==> src/rtl/dca_lsu_write_sender.sv <==
// Store-path AXI write sender: takes one latched row buffer per request,
// streams alen+1 beats on the W channel, collects the B response and hands
// a completion record back upstream.
//
//   state | meaning
//   ------+---------------------------------------------------------------
//   IDLE  | waiting for a request; req_ready high
//   DATA  | streaming W beats from the latched row, index = current beat
//   RESP  | all beats sent, waiting for the B channel response
//   DONE  | completion record valid on rsp_*, waiting for rsp_ready
module dca_lsu_write_sender #(
  parameter int BW_AXI_DATA      = 32,
  parameter int MAX_NUM_AXI_DATA = 4,
  parameter int BW_BITADDR       = 32,
  parameter int BW_ROW           = BW_AXI_DATA * MAX_NUM_AXI_DATA,
  parameter int BW_TXN_INFO      = BW_BITADDR + 10
) (
  input  logic                     clk,
  input  logic                     rstnn,
  input  logic                     clear,
  input  logic                     enable,
  input  logic                     req_valid,
  output logic                     req_ready,
  input  logic [BW_TXN_INFO-1:0]   req_info,
  input  logic [BW_ROW-1:0]        req_row,
  output logic                     wvalid,
  input  logic                     wready,
  output logic [BW_AXI_DATA-1:0]   wdata,
  output logic [BW_AXI_DATA/8-1:0] wstrb,
  output logic                     wlast,
  input  logic                     bvalid,
  output logic                     bready,
  input  logic [1:0]               bresp,
  output logic                     rsp_valid,
  input  logic                     rsp_ready,
  output logic [BW_TXN_INFO-1:0]   rsp_info,
  output logic                     rsp_error
);

  typedef enum logic [1:0] {
    ST_IDLE = 2'd0,
    ST_DATA = 2'd1,
    ST_RESP = 2'd2,
    ST_DONE = 2'd3
  } state_t;

  state_t                 state_q, state_d;
  logic [7:0]             idx_q, idx_d;
  logic [BW_ROW-1:0]      row_q, row_d;
  logic [BW_TXN_INFO-1:0] info_q, info_d;
  logic                   rsp_error_q, rsp_error_d;

  logic                   req_skip;
  logic [7:0]             alen_q;
  logic                   beat_last;
  logic                   bresp_err;
  logic [BW_AXI_DATA-1:0] beat_data;

  // Field extraction: info is {skip, last_txn, alen[7:0], bitaddr}.
  assign req_skip  = req_info[BW_TXN_INFO-1];
  assign alen_q    = info_q[BW_BITADDR +: 8];
  assign beat_last = (idx_q == alen_q);
  // SLVERR (2'b10) and DECERR (2'b11) both count as errors; OKAY/EXOKAY do not.
  assign bresp_err = (bresp == 2'b10) || (bresp == 2'b11);

  // Select the current beat from the latched row; indices past the row buffer send zero.
  always_comb begin
    beat_data = '0;
    for (int i = 0; i < MAX_NUM_AXI_DATA; i++) begin
      if (idx_q == 8'(i)) begin
        beat_data = row_q[i*BW_AXI_DATA +: BW_AXI_DATA];
      end
    end
  end

  // Next-state and latch updates; nothing moves while enable is low, clear overrides handshakes.
  always_comb begin
    state_d     = state_q;
    idx_d       = idx_q;
    row_d       = row_q;
    info_d      = info_q;
    rsp_error_d = rsp_error_q;
    if (enable) begin
      if (clear) begin
        state_d     = ST_IDLE;
        idx_d       = 8'd0;
        rsp_error_d = 1'b0;
      end else begin
        case (state_q)
          ST_IDLE: begin
            if (req_valid) begin
              row_d       = req_row;
              info_d      = req_info;
              idx_d       = 8'd0;
              rsp_error_d = 1'b0;
              state_d     = req_skip ? ST_DONE : ST_DATA;
            end
          end
          ST_DATA: begin
            if (wready) begin
              // The index stops at alen, so it can never wrap inside a transaction.
              if (beat_last) begin
                state_d = ST_RESP;
              end else begin
                idx_d = idx_q + 8'd1;
              end
            end
          end
          ST_RESP: begin
            if (bvalid) begin
              rsp_error_d = bresp_err;
              state_d     = ST_DONE;
            end
          end
          ST_DONE: begin
            // Returning to IDLE first gives the one-cycle bubble before the next accept.
            if (rsp_ready) begin
              state_d = ST_IDLE;
            end
          end
          default: state_d = ST_IDLE;
        endcase
      end
    end
  end

  // State and latch registers; reset abandons any transaction in flight.
  always_ff @(posedge clk or negedge rstnn) begin
    if (!rstnn) begin
      state_q     <= ST_IDLE;
      idx_q       <= 8'd0;
      row_q       <= '0;
      info_q      <= '0;
      rsp_error_q <= 1'b0;
    end else begin
      state_q     <= state_d;
      idx_q       <= idx_d;
      row_q       <= row_d;
      info_q      <= info_d;
      rsp_error_q <= rsp_error_d;
    end
  end

  // Outputs decoded purely from registered state, so they hold during a stall.
  always_comb begin
    req_ready = (state_q == ST_IDLE);
    wvalid    = 1'b0;
    wdata     = '0;
    wstrb     = '0;
    wlast     = 1'b0;
    bready    = 1'b0;
    rsp_valid = 1'b0;
    rsp_info  = info_q;
    rsp_error = rsp_error_q;
    case (state_q)
      ST_DATA: begin
        wvalid = 1'b1;
        wdata  = beat_data;
        wstrb  = '1;
        wlast  = beat_last;
      end
      ST_RESP: bready    = 1'b1;
      ST_DONE: rsp_valid = 1'b1;
      default: ;
    endcase
  end

endmodule

==> config.mk <==
export PLATFORM = sky130hd
export DESIGN_NAME = dca_lsu_write_sender
export DESIGN_NICKNAME = d
export VERILOG_FILES = /design/src/rtl/dca_lsu_write_sender.sv
export SDC_FILE = /design/constraint.sdc
export NUM_CORES = 1
export LEC_CHECK = 0
export ABC_AREA = 1
export ABC_CLOCK_PERIOD_IN_PS = 2300
export BUFFER_PORTS_ARGS = -buffer_cell sky130_fd_sc_hd__buf_2
export CAP_MARGIN = 40
export CELL_PAD_IN_SITES_DETAIL_PLACEMENT = 0
export CELL_PAD_IN_SITES_GLOBAL_PLACEMENT = 1
export CORE_MARGIN = 3
export CORE_UTILIZATION = 40
export CTS_CLUSTER_DIAMETER = 50
export CTS_CLUSTER_SIZE = 12
export DETAILED_ROUTE_END_ITERATION = 8
export GPL_TIMING_DRIVEN = 1
export HOLD_SLACK_MARGIN = 0.15
export PLACE_DENSITY_LB_ADDON = 0.1
export SYNTH_ARGS = -nofsm -noshare
export SYNTH_HDL_FRONTEND = slang
export SYNTH_SLANG_ARGS = --single-unit
==> constraint.sdc <==
create_clock -name clk -period 2.3 [get_ports clk]
set_input_delay 0.575 -clock clk [delete_from_list [all_inputs] [get_ports clk]]
set_output_delay 0.575 -clock clk [all_outputs]
set_load 0.01 [all_outputs]
==> out/metrics.yaml <==
synthesis:
  synth_seq_area_share_pct: 50.5
  postSynthCellCount: 881
  synth_top_family_by_area: "multiplexers"
  synth_fp_nets: 1069
  synth_compound_area_share_pct: 7.99
  ys_ff_latch: 181
  synth_adder_area_share_pct: 1.12
  synth_xor_area_share_pct: 0.488
  synth_area_sq_mm: 0.00898
  yosys.area_share.simple_pct: 16.3
  avgSynthCellArea_sq_um: 10.2
  yosys_warnings: 0
  synth.distinct_cells: 33
  synth_mux_area_share_pct: 16.8
timing:
  setup_viol: 32
  worst-slew-pin-transition_ns: 0.406
  setup_ws_ns: -0.357
  relSlewSlack_pct: 72.9
  hold_violations: 0
  period_minus_slack_ns: 2.66
  skew_ns: 0.0115
  drv_slew: 0
  rsz0062_at_grt: "yes"
  fin_tns_setup_ns: -9.56
  fmax_mhz: 376
  timing.final.crit_share_pct: 116
detailed_routing:
  drtAntennaViolNets: 0
  routed_wl_microns: 26000
  vias_per_cell: 4.96
  num_vias: 7302
  drtPass1Iterations: 4
  drc: 0
  wire_per_inst_microns: 17.7
  first_iter_violations: 327
clocking:
  cts_buffers: 17
  cts_sinks: 181
  cts_buffer_depth: 2
  htreeDepth: 4
  root_buffer: "clkbuf_16"
  cts_tree: "yes"
  path_clk_slew_ns: 0.08
  insertion_delay_ns: 0.43
grt:
  grt_max_degree: 61
  grt_pass1_vias: 7280
  grt_overflow: 0
  track_usage_pct: 20.5
  antenna_found_initial: 4
  grt_pass1_wl_microns: 39200
setup_path:
  r2r_cells: 5
  r2r_slack_ns: 0.27
  critPathCaptureType: "output port"
  path_max_fanout: 6
  cp.required_ns: 1.73
  path_class: "reg2out"
  arrival_ns: 2.08
  r2r_start: "state_q[0]"
  cp-start-kind: "register"
  r2r-end: "rsp_info[19]"
floorplanning:
  core-area_sq_mm: 0.0220
  die_x_microns: 156
  die_y_microns: 156
  rows: 54
  floorplan.initialDensity_pct: 40.9
  ioPinCount: 264
  die_area_sq_mm: 0.0243
power_and_ir_drop:
  seqPwrFrac_pct: 36.6
  netSwitchingFraction_pct: 37.6
  combPwrFrac_pct: 44.0
  p_clk_share_pct: 19.4
  peakVddDrop_mv: 0.508
  p_total_mw: 15.0
  leakagePower_nw: 6.13
  power.net_switching_mw: 5.63
  cellPowerDensity_mw_per_mm2: 1230
  power.internal_mw: 9.35
place:
  place_congestion: 0.847
  io_buffers: 262
  place_hpwl_microns: 17400
  dp_slack_ns: -0.00439
run_status:
  status: "finished, violations left"
  violations: "setup timing"
worst_hold_path:
  hold_path.class: "in2reg"
  hp-start: "req_row[53]"
  holdPathStages: 2
  holdPathEnd: "row_q[53]"
finish:
  drive_above_1_share_pct: 46.0
  syn2layout_area_growth_pct: 36.2
  final_cell_mix: "buf_2, dfrtp_1, nand2_1"
  nFillCells: 1987
  final_net_count: 1366
  final_common_cell: "buf_2"
  utilization_pct: 55.7
run:
  drv_cap: 0
[critical path, cell delays in order, from the launching register on]
cell and delay (ns):
dfrtp_2 0.43, inv_2 0.07, buf_4 0.14, ha_4 0.16
nand3_4 0.13, clkinv_8 0.11, clkbuf_16 0.18, a21oi_1 0.19
a21oi_2 0.09, buf_2 0.14
[layer usage]
layer | track usage (%) | vias up | share of wire, %
li1 | - | 3546 | -
met1 | 28.2 | 3509 | 46
met2 | 32.5 | 214 | 47
met3 | 5.13 | 29 | 6.2
met4 | 5.26 | 4 | 1.4
met5 | 0 | - | 0.081
[layout make-up]
type	count	area (sq um)	area share, %
multi-input combinational	584	4110	33.6
antenna	2	5.00	0.0410
sequential	181	4530	37.1
timing repair buffer	336	2400	19.7
tap	280	350	2.87
clock inverter	15	160	1.31
inverter	58	240	1.97
clock buffer	17	425	3.48
[sequential cells by signal, indices dropped and copies added, names as in the netlist]
signal     cells
idx_q          8
row_q        128
rsp_error      1
rsp_info      42
state_q        2
[cell families after synthesis]
kind of cell / after synthesis
adders and majority gates: 8
xor gates and xnor gates: 5
AOI/OAI and AO/OA: 141
DFF: 181
muxes: 134
buffers and inverters: 116
and+or+nand+nor: 296
[synthesized netlist by cell type]
cell type | count | area (sq um)
buf_4 | 11 | 82.6
o211ai_1 | 1 | 7.51
mux2_1 | 70 | 788
nor2_1 | 85 | 319
buf_6 | 5 | 56.3
nand3_4 | 1 | 17.5
nand2_1 | 118 | 443
dfrtp_1 | 181 | 4530
buf_2 | 28 | 140
inv_4 | 1 | 6.26
nand3_2 | 28 | 280
o21ai_1 | 2 | 10.0
buf_1 | 1 | 3.75
nor2_2 | 1 | 6.26
ha_1 | 8 | 100
nor3b_1 | 1 | 7.51
nand2_4 | 2 | 22.5
inv_1 | 51 | 191
a21oi_1 | 98 | 490
nand3_1 | 48 | 240
nand4_2 | 1 | 12.5
o22ai_1 | 1 | 6.26
nor2_8 | 2 | 40.0
clkbuf_1 | 9 | 33.8
o21ai_0 | 37 | 185
xnor2_1 | 5 | 43.8
mux2_2 | 64 | 721
inv_2 | 6 | 22.5
a21oi_2 | 2 | 17.5
nand2_2 | 2 | 12.5
nand4_1 | 4 | 25.0
nor2_4 | 3 | 33.8
buf_12 | 4 | 80.1
[stage by stage]
stage | area (sq um) | std cells | hold WS [ns]
final | 12200 | 1473 | 0.337
after CTS | 11700 | 1453 | 0.319
after floorplan | 8980 | 881 | 0.279
after global placement | 10800 | 1409 | 0.468
after global routing | 12200 | 1473 | 0.330
after detailed placement | 10800 | 1409 | 0.476
[worst max-delay path by stage]
stage,end,start,slack [ns]
floorplan,wdata[1],idx_q[1],0.14
global placement,wdata[26],idx_q[1],0.003
detailed placement,wdata[26],idx_q[1],-0.004
CTS,wdata[31],idx_q[0],-0.35
global route,wdata[3],idx_q[1],-0.43
finish,wdata[10],idx_q[0],-0.36
[repair_timing]
| item | in CTS | in global routing |
|---|---|---|
| pin swaps | 6 | 36 |
| endpoints found under the hold margin | 37 | 0 |
| endpoints found under the setup margin | 33 | 33 |
| gates cloned | 3 | 9 |
| hold buffers | 1 | 0 |
| resized for setup | 43 | 62 |
| setup buffers | 8 | 9 |
[power by group through the flow]
stage | clock network [mW] | registers (mW) | logic, mW
5_1_grt | 3.12 | 5.68 | 7.29
2_1_floorplan | 0 | 5.51 | 3.68
3_5_place_dp | 0 | 5.49 | 5.85
6_report | 2.91 | 5.48 | 6.60
4_1_cts | 2.99 | 5.44 | 6.23
3_3_place_gp | 0 | 5.44 | 5.79
Note: power is estimated with default switching activity, not from simulation.
